### src/rtl/enc_position.sv
// -----------------------------------------------------------------------------
// enc_position
//
// Position accumulator fed by the Pmod ENC decoder's direction levels. Each
// rising edge of the conditioned clockwise / counter-clockwise level is one
// detent. A detent moves a bounded position register by STEP. At the bounds
// the register wraps (WRAP=1) or saturates (WRAP=0). The register can also be
// cleared to RESET_VAL or loaded with a clamped value.
//
// Parameters:
//   WIDTH      position register width (2..16)
//   MIN_VAL    lower bound, inclusive
//   MAX_VAL    upper bound, inclusive (MIN_VAL < MAX_VAL < 2**WIDTH)
//   RESET_VAL  position after reset / clear, within [MIN_VAL, MAX_VAL]
//   STEP       change per detent (1 .. MAX_VAL-MIN_VAL)
//   WRAP       1: wrap at the bounds, 0: saturate at the bounds
//   SYNC_EN    1: two-flop synchroniser on dir0/dir1, 0: inputs used directly
//
// Ports:
//   clkSys     system clock
//   rst        asynchronous reset, active high
//   dir0       clockwise level from the decoder
//   dir1       counter-clockwise level from the decoder
//   clear      synchronous: position <= RESET_VAL
//   load       synchronous: position <= load_val, clamped (wins over clear)
//   load_val   value for load
//   position   current position (registered)
//   moved      one-cycle pulse: a detent changed the position
//   last_dir   direction of the last accepted detent (0 = CW, 1 = CCW)
//   wrapped    one-cycle pulse: a detent crossed a bound (wrapped or clipped)
//   at_max     position == MAX_VAL
//   at_min     position == MIN_VAL
// -----------------------------------------------------------------------------
module enc_position #(
    parameter int WIDTH     = 8,
    parameter int MIN_VAL   = 0,
    parameter int MAX_VAL   = 255,
    parameter int RESET_VAL = 0,
    parameter int STEP      = 1,
    parameter int WRAP      = 1,
    parameter int SYNC_EN   = 1
) (
    input  logic             clkSys,
    input  logic             rst,
    input  logic             dir0,
    input  logic             dir1,
    input  logic             clear,
    input  logic             load,
    input  logic [WIDTH-1:0] load_val,
    output logic [WIDTH-1:0] position,
    output logic             moved,
    output logic             last_dir,
    output logic             wrapped,
    output logic             at_max,
    output logic             at_min
);

    localparam logic [WIDTH-1:0] MIN_W   = WIDTH'(MIN_VAL);
    localparam logic [WIDTH-1:0] MAX_W   = WIDTH'(MAX_VAL);
    localparam logic [WIDTH-1:0] RESET_W = WIDTH'(RESET_VAL);
    // MAX_VAL+1 truncated to WIDTH bits; the wrap arithmetic is modular, so
    // the lost carry does not matter.
    localparam logic [WIDTH-1:0] MAXP1_W = WIDTH'(MAX_VAL + 1);
    localparam logic [WIDTH:0]   STEP_X  = (WIDTH+1)'(STEP);

    // -------------------------------------------------------------------------
    // Input conditioning
    // -------------------------------------------------------------------------
    logic cw_cond;
    logic ccw_cond;
    logic cond_vld;   // conditioned levels hold real samples, not reset values

    generate
        if (SYNC_EN != 0) begin : g_sync
            logic [1:0] cw_sync;
            logic [1:0] ccw_sync;
            logic [1:0] vld_sync;

            // NOTE: every flop here, the synchroniser included, is cleared by
            // the asynchronous reset so no stale level survives a reset.
            always_ff @(posedge clkSys or posedge rst) begin
                if (rst) begin
                    cw_sync  <= '0;
                    ccw_sync <= '0;
                    vld_sync <= '0;
                end else begin
                    cw_sync  <= {cw_sync[0], dir0};
                    ccw_sync <= {ccw_sync[0], dir1};
                    vld_sync <= {vld_sync[0], 1'b1};
                end
            end

            assign cw_cond  = cw_sync[1];
            assign ccw_cond = ccw_sync[1];
            assign cond_vld = vld_sync[1];
        end else begin : g_direct
            assign cw_cond  = dir0;
            assign ccw_cond = dir1;
            assign cond_vld = 1'b1;
        end
    endgenerate

    // Rising-edge detect. The arm flops only set once a genuine low level has
    // been seen after reset, so a level already high at reset release (or one
    // that just emerges from a reset-cleared synchroniser) is never counted.
    logic cw_dly;
    logic ccw_dly;
    logic cw_arm;
    logic ccw_arm;
    logic ev_cw;
    logic ev_ccw;

    // NOTE: state is updated with non-blocking assignments only, so every
    // flop samples the pre-edge value of its neighbours.
    always_ff @(posedge clkSys or posedge rst) begin
        if (rst) begin
            cw_dly  <= 1'b0;
            ccw_dly <= 1'b0;
            cw_arm  <= 1'b0;
            ccw_arm <= 1'b0;
        end else begin
            cw_dly  <= cw_cond;
            ccw_dly <= ccw_cond;
            cw_arm  <= cw_arm  | (cond_vld & ~cw_cond);
            ccw_arm <= ccw_arm | (cond_vld & ~ccw_cond);
        end
    end

    assign ev_cw  = cw_cond  & ~cw_dly  & cw_arm;
    assign ev_ccw = ccw_cond & ~ccw_dly & ccw_arm;

    // -------------------------------------------------------------------------
    // Next-position arithmetic, one extra bit to expose carry / borrow
    // -------------------------------------------------------------------------
    logic [WIDTH:0]   pos_x;
    logic [WIDTH:0]   sum_cw;
    logic [WIDTH:0]   diff_ccw;
    logic [WIDTH-1:0] sum_low;
    logic [WIDTH-1:0] diff_low;
    logic             cw_over;
    logic             ccw_under;
    logic [WIDTH-1:0] cw_next;
    logic [WIDTH-1:0] ccw_next;
    logic [WIDTH-1:0] load_clamped;

    // NOTE: every output of this block is assigned on every path, so no
    // latches are inferred.
    always_comb begin
        pos_x    = {1'b0, position};
        sum_cw   = pos_x + STEP_X;
        diff_ccw = pos_x - STEP_X;
        sum_low  = sum_cw[WIDTH-1:0];
        diff_low = diff_ccw[WIDTH-1:0];

        // Compared as signed ints so a zero MIN_VAL never degenerates into an
        // always-false unsigned compare.
        cw_over   = int'(sum_cw) > MAX_VAL;
        ccw_under = diff_ccw[WIDTH] || (int'(diff_low) < MIN_VAL);

        if (!cw_over) begin
            cw_next = sum_low;
        end else if (WRAP != 0) begin
            cw_next = sum_low - MAXP1_W + MIN_W;            // MIN + (s - MAX - 1)
        end else begin
            cw_next = MAX_W;
        end

        if (!ccw_under) begin
            ccw_next = diff_low;
        end else if (WRAP != 0) begin
            ccw_next = MAX_W - (MIN_W - diff_low - 1'b1);   // MAX - (MIN - s - 1)
        end else begin
            ccw_next = MIN_W;
        end

        if (int'(load_val) > MAX_VAL) begin
            load_clamped = MAX_W;
        end else if (int'(load_val) < MIN_VAL) begin
            load_clamped = MIN_W;
        end else begin
            load_clamped = load_val;
        end
    end

    // -------------------------------------------------------------------------
    // Position register and status pulses. Priority: load > clear > detent.
    // Opposing detents in the same cycle cancel completely.
    // -------------------------------------------------------------------------
    always_ff @(posedge clkSys or posedge rst) begin
        if (rst) begin
            position <= RESET_W;
            moved    <= 1'b0;
            wrapped  <= 1'b0;
            last_dir <= 1'b0;
        end else begin
            moved   <= 1'b0;
            wrapped <= 1'b0;
            if (load) begin
                position <= load_clamped;
            end else if (clear) begin
                position <= RESET_W;
            end else if (ev_cw && !ev_ccw) begin
                position <= cw_next;
                moved    <= (cw_next != position);
                wrapped  <= cw_over;
                last_dir <= 1'b0;
            end else if (ev_ccw && !ev_cw) begin
                position <= ccw_next;
                moved    <= (ccw_next != position);
                wrapped  <= ccw_under;
                last_dir <= 1'b1;
            end
        end
    end

    assign at_max = (position == MAX_W);
    assign at_min = (position == MIN_W);

endmodule

### config.mk
export PLATFORM = sky130hd
export DESIGN_NAME = enc_position
export DESIGN_NICKNAME = d
export VERILOG_FILES = /design/src/rtl/enc_position.sv
export SDC_FILE = /design/constraint.sdc
export NUM_CORES = 1
export LEC_CHECK = 0
export ABC_CLOCK_PERIOD_IN_PS = 2800
export CAP_MARGIN = 10
export CORE_MARGIN = 8
export CORE_UTILIZATION = 47
export DETAILED_ROUTE_END_ITERATION = 16
export PLACE_DENSITY = 0.86
export SYNTH_ARGS = -nofsm -noshare
export SYNTH_HDL_FRONTEND = slang
export SYNTH_SLANG_ARGS = --single-unit
### constraint.sdc
create_clock -name clkSys -period 2.8 [get_ports clkSys]
set_input_delay 0.28 -clock clkSys [delete_from_list [all_inputs] [get_ports clkSys]]
set_output_delay 0.28 -clock clkSys [all_outputs]
set_load 0.005 [all_outputs]
* Word-level counts from Yosys, hierarchy flattened
Index checks and enable logic that the tools add are counted.
** Word-level totals
- Register bits after elaboration :: 21
- Bits of input ports :: 14
- Output and inout port bits :: 13
- Word-level logic and storage cells :: 57
** Operators by class
- Add/subtract/negate cells :: 5
- Order comparisons :: 1
- Equality and inequality tests :: 3
- Muxes and demuxes :: 15
- Bitwise gates (word level) :: 14
- Reduce and logical (&&, ||, !) cells :: 8
** Operator list (count)
- 8-bit two-way mux :: 5
- 8-bit inequality test :: 2
- 1-bit two-way mux :: 10
- 8-bit by 1-bit adder with 9-bit output (second input constant) :: 1
- 9-bit by 8-bit > comparator with 1-bit output (second input constant) :: 1
- 8-bit by 1-bit subtractor with 9-bit output (second input constant) :: 1
- 8-bit == test (second input constant) :: 1
- 8-bit zero test :: 1
- 1-bit by 8-bit subtractor with 8-bit output (first input constant) :: 1
- 8-bit by 1-bit subtractor with 8-bit output (second input constant) :: 1
- 8-bit subtractor (first input constant) :: 1
- 1-bit bitwise AND :: 6
- 1-bit NOT :: 6
- 4-bit nonzero test :: 1
- 3-bit AND reduction :: 1
- 1-bit logical AND :: 2
- 1-bit zero test :: 2
- 1-bit OR :: 2
- 2-bit nonzero test :: 1

* Logic depth before layout (Yosys ltp)
- Word-level depth :: 10
- Mapped depth :: 10
- Depth with buffers taken out :: 9

* Worst setup path after synthesis
Ideal clock, no wire load.
- Path kind :: register -> register
- Start :: register g_sync.ccw_sync[1]
- End :: register position[7]
- Setup time :: 0.131 ns
- Data arrival time :: 1.613 ns
- Data required time :: 2.669 ns
- Slack :: 1.056 ns
- Cell stages (with the launch flop) :: 10
- Path buffers :: 1
- Clock period less this slack :: 1.744 ns
- Path through :: dfrtp_1 -> nand2_1 -> or2_2 -> ha_1 -> buf_2 -> nor3_1 -> nand3_1 -> a21oi_2 -> xnor2_1 -> o21ai_1
** Between the ends
- Word-level cells in the longest chain between the ends :: 7
- Elaborated cells on any way between the ends :: 9
- Those cells by class :: 3 x mux; 2 x bitwise; 4 x reduce/logical
** RTL lines
- start, declared :: line 76 : logic [1:0] ccw_sync;
- start signal, assigned :: line 88 : ccw_sync <= {ccw_sync[0], dir1};
- 1-bit bitwise AND * (2 in a row) :: line 130 : assign ev_ccw = ccw_cond & ~ccw_dly & ccw_arm;
- 1-bit zero test :: line 202 : end else if (ev_cw && !ev_ccw) begin
- 1-bit logical AND :: line 202
- 8-bit two-way mux :: line 202
- 8-bit two-way mux :: line 200 : end else if (clear) begin
- 8-bit two-way mux :: line 198 : if (load) begin
- end signal, assigned :: line 199 : position <= load_clamped;
- end signal, assigned :: line 203 : position <= cw_next;
- end signal, assigned :: line 208 : position <= ccw_next;
- end, declared :: line 50 : output logic [WIDTH-1:0] position,
Every way passes the cells marked *; elsewhere a longest branch is shown, timed or not.
A chain may end at the register's enable or synchronous reset.

* Final worst setup path
- Start :: register position[5]
- End :: output port at_min
** Between the ends
- Word-level cells in the longest chain between the ends :: 1
** RTL lines
- 8-bit zero test :: line 217 : assign at_min = (position == MIN_W);
- end, declared :: line 55 : output logic at_min
No other way between the ends.

==> flow_summary.yaml <==
status:
  status: "completed"
worst_setup_path:
  cp-startpoint: "position[5]$_DFFE_PP0P_"
  slowest_delay_ns: 0.50
  endpoint_kind: "output port"
  arrival_ns: 2.09
  crit_required_ns: 2.52
  cpMaxStageDelayCell: "dfrtp_1"
  crit_fanout: 9
  startpoint_type: "flip-flop"
  path_class: "reg2out"
  timing.rr.start: "g_sync.ccw_sync[1]$_DFF_PP0_"
  crit_path_cell_trace: "nor4_1 > nor3b_2 > and2_1 > clkdlybuf4s50_1"
logic_synthesis:
  synth_seq_cells: 21
  yosysWarnings: 0
  synth-async-reset-ratio_pct: 100
  synth_area_um2: 1180
  yosysTopAreaCell: "dfrtp_1"
  yosysUniqueCellTypes: 37
  synth_top_area_share_pct: 44.7
  ys_seq_area_share_pct: 44.7
  synth_flop_cell: "dfrtp_1"
  syn_nets: 141
  syn_inst: 121
  synth_edf_count: 0
  avgSynthCellArea_um2: 9.72
  yosys-top-cells-area: "dfrtp_1, ha_1, nand2_1, xnor2_1, buf_6"
min_path:
  holdCritStartpoint: "g_sync.ccw_sync[0]$_DFF_PP0_"
  hold_path.class: "reg2reg"
route:
  vias: 908
  wire_per_inst_um: 14.0
  dr.pass1.iters: 4
  drc: 0
  dr.first_iter.drc_count: 48
  drt_wl_total_mm: 2.42
  routed_via_density: 5.25
  detail-route-antenna-nets: 0
placed_design:
  portBuffers: 26
  gp_congestion: 0.911
  hpwl_mm: 1.90
  placed_area_um2: 1410
grt:
  use_met3_pct: 3.56
  grt_max_degree: 22
  use_met1_pct: 14.5
  grt_overflow: 0
  grt_use_met2_pct: 19.9
  busiest_layer: "met2"
  grt_usage_pct: 11.8
  antenna_found_initial: 0
  grt_pass1_vias: 885
  grt_pass1_wl_mm: 4.05
sta:
  fin_skew_ns: 0.00113
  min_period_over_period_pct: 84.8
  max_slew.worst_pin.slew_ns: 0.789
  rsz0062_at_grt: "false"
  slew_viol_final: 0
  hold_viol: 0
  tns_ns: 0
  finalSetupViolCount: 0
  max_freq_ghz: 0.421
  relSlewSlack_pct: 47.3
  period_needed_ns: 2.37
  hold_slack_ns: 0.366
cts:
  clk_latency_ns: 0.30
  cts_resized: 0
  numCtsBuffers: 3
  clock_sinks: 21
  clockBufferDepth: 2
  htree_levels: 1
  cts_tree: "yes"
  path_clk_slew_ns: 0.12
  postCtsSetupBuffers: 0
  root_buffer: "clkbuf_4"
  cts_hold_buffers: 0
die:
  io_pins: 27
  initial_core_util_pct: 48.4
  die_x_um: 66.0
  rows: 18
  dieArea_um2: 4360
  dieHeight_um: 66.0
  core-area_um2: 2430
cells_and_area:
  drive_gt1_share_pct: 11.2
  final_common_cell: "clkdlybuf4s50_1"
  design_area_um2: 1440
  antenna_cells: 0
  nets: 164
  layout_common_cells: "clkdlybuf4s50_1, dfrtp_1, nand2_1"
  area_delta_synth_final_pct: 22.3
power:
  power_density_nw_per_um2: 453
  p_leak_nw: 0.605
  peakVddDrop_mv: 0.345
  p_total_mw: 0.652
job:
  maxCapViolCount: 0
## registers in the layout, indices dropped and copies added, names as in the netlist
signal,flops
position,8
g_sync.ccw_sync,2
g_sync.cw_sync,2
g_sync.vld_sync,2
ccw_arm,1
ccw_dly,1
cw_arm,1
cw_dly,1
last_dir,1
moved,1
wrapped,1
## per-stage QoR
| stage | cells | utilization, % | setup WS (ns) |
|---|---|---|---|
| after global routing | 173 | 59.2 | 0.242 |
| after detailed placement | 169 | 58.0 | 0.775 |
| after global placement | 169 | 58.0 | 0.763 |
| final | 173 | 59.2 | 0.425 |
| after CTS | 173 | 59.2 | 0.395 |
| after floorplan | 121 | - | 1.06 |
## power breakdown
group,internal (mW),leakage [nW],switching [mW]
sequential,0.323,0.251,0.0308
combinational,0.0850,0.336,0.0687
clock,0.0531,0.0177,0.0912
total,0.462,0.605,0.191
## final cells by class
type | instances | area [um2]
fillers | 238 | 993
well taps | 30 | 37.5
multi-input cells | 84 | 554
clock inverters | 1 | 5.00
flip-flops and latches | 21 | 526
repair buffers | 27 | 268
inverters | 7 | 26.3
clock buffers | 3 | 22.5
## path summary, 6_finish.rpt
kind | depth (start not counted) | end | slack (ns)
max | 4 | at_min | 0.43
min | 0 | g_sync.ccw_sync[1]$_DFF_PP0_ | 0.37
max reg2reg | 9 | position[7]$_DFFE_PP0P_ | 0.82
min reg2reg | 0 | g_sync.ccw_sync[1]$_DFF_PP0_ | 0.37
max in group asynchronous | 2 | position[1]$_DFFE_PP0P_ | 1.90
min in group asynchronous | 2 | cw_dly$_DFF_PP0_ | 0.41
## logic make-up after synthesis
group,share of synthesized area [%]
and+or+nand+nor,19.6
AOI/OAI and AO/OA,13.9
DFF,44.7
buffers and inverters,8.19
xor gates and xnor gates,5.96
adders and majority gates,6.38
other,0.319
muxes,0.957
## per-layer routing
layer	vias up	wire length, um
met4	0	0
met5	-	0
met1	431	1040
met3	0	153
met2	22	1220
li1	455	-
## worst max-delay path: cells and delay by family, from the launching register on
| kind | cells | cell delay [ns] |
|---|---|---|
| buf+inv | 1 | 0.49 |
| simple gates | 3 | 0.80 |
| flops | 1 | 0.50 |
## synthesized netlist by cell type, drive strengths merged, types with 2 or more instances
master and count:
or2 3, dfrtp 21, a21oi 6, o31ai 3, nand3 4, ha 6, nand4 2, nor2 8
and2 2, nor4 3, nor3 3, xor2 2, o21ai 8, inv 7, a21o 2, xnor2 6
clkbuf 2, nand2 14, a32oi 2, buf 7
Note: power is estimated with default switching activity, not from simulation.
==> RTL change, RTL diff (same flow settings) <==
Set the parameter `WRAP` to 0 (it was 1). Comments in the files are not updated.
--- a/src/rtl/enc_position.sv
+++ b/src/rtl/enc_position.sv
@@ -37,7 +37,7 @@
     parameter int MAX_VAL   = 255,
     parameter int RESET_VAL = 0,
     parameter int STEP      = 1,
-    parameter int WRAP      = 1,
+    parameter int WRAP      = 0,
     parameter int SYNC_EN   = 1
 ) (
     input  logic             clkSys,
Check against the original RTL: not equivalent (a bounded check fails within 10 cycles, from zero or initial values and one cycle with rst high).
==> RTL change against the original RTL <==
- cell area up 20%
- clock power rose by 11%
- worst setup slack worse by 200 ps
- critical endpoint is now at_max
- synthesized area increased by 22%
- wire length up 60%
- highest routed layer is now met4
- power grew 18%
- sequential cell count did not move
- via count is 49% higher
==> RTL change: results (changes against the original RTL) <==
stage	metric	value	unit	change
critical_path	crit_family	flip-flops		
timing	skew	6.76	ps	+5.63 ps
cts	insertion_delay	330	ps	+30 ps
timing	max-slew-margin-rel	45.9	%	-1.4 points
place	dpl_cell_area	1700	um2	+20%
critical_path	critPathMaxFanout	17		+8
critical_path	crit_path_max_incr_delay	780	ps	+280 ps
status	outcome	finished, final reports clean		
grt	use_met3	3.77	%	+0.21 points
grt	grt_pass1_vias	1349		+52%
critical_path	crit_end	at_max		
synthesis	seq_area_frac_synth	36.6	%	-8.1 points
critical_path	rr_endpoint	position[0]		
layout	drive_gt1_share	9.94	%	-1.2 points
critical_path	r2r-start	cw_arm		
layout	num-nonclk-buffers	29		+7.4%
critical_path	ff2ff_setup_slack	530	ps	-290 ps
worst_hold_path	hp-start	g_sync.cw_sync[0]		
critical_path	crit_start	position[2]		
layout	fin_cells	214		+24%
grt	grt_max_degree	24		+9.1%
pwr	p_clk	160	uW	+11%
drt	wl_per_cell	18.0	um	+29%
pwr	peakVddDrop	280	uV	-19%
pwr	p_leak	0.000710	uW	+17%
drt	met1_length	1640	um	+57%
synthesis	ys_types	46		+24%
grt	grt_pass1_wl	6530	um	+61%
pwr	p_seq_share	50.1	%	-4.2 points
synthesis	synth_area_leaders	dfrtp_1 37%, ha_1 5.2%, nand2_1 3.1%		
layout	multi_input_cells	118		+40%
layout	multi_input_area_share	47.0	%	+8.5 points
drt	detailroute.wirelength.met2	1770	um	+46%
worst_hold_path	min_to	g_sync.cw_sync[1]		
grt	grt.met2_usage	24.1	%	+4.2 points
layout	inv_count	9		+2
critical_path	crit_arrival	2300	ps	+210 ps
layout	regArea	528	um2	+0.48%
[RTL change: cell types whose count changed after synthesis, sizes merged, moves of 3 or more]
cell / delta
a211oi: +4
and3: +4
clkbuf: +5
nor4b: +3
a31oi: +3
nand4: +3
xnor2: -6
nor3: +3
[RTL change: metrics by stage]
stage | worst slack, ps | power (uW) | hold slack [ps]
floorplan | 866 | 516 | 257
global placement | 542 | 606 | 335
detailed placement | 515 | 612 | 335
CTS | 129 | 774 | 365
global route | 128 | 817 | 373
finish | 224 | 772 | 362
[RTL change: cells by family (layout without fill, tap and decap cells)]
kind of cell / after synthesis / count (layout) / share of synthesized area [%]
xor+xnor: 1 / 1 / 0.610
other cells: 1 / 1 / 0.261
compound gates: 49 / 49 / 24.5
mux: 1 / 1 / 0.697
flops: 21 / 21 / 36.6
buf+inv: 23 / 42 / 6.79
fa+ha+maj: 6 / 6 / 5.23
simple gates: 60 / 60 / 25.3
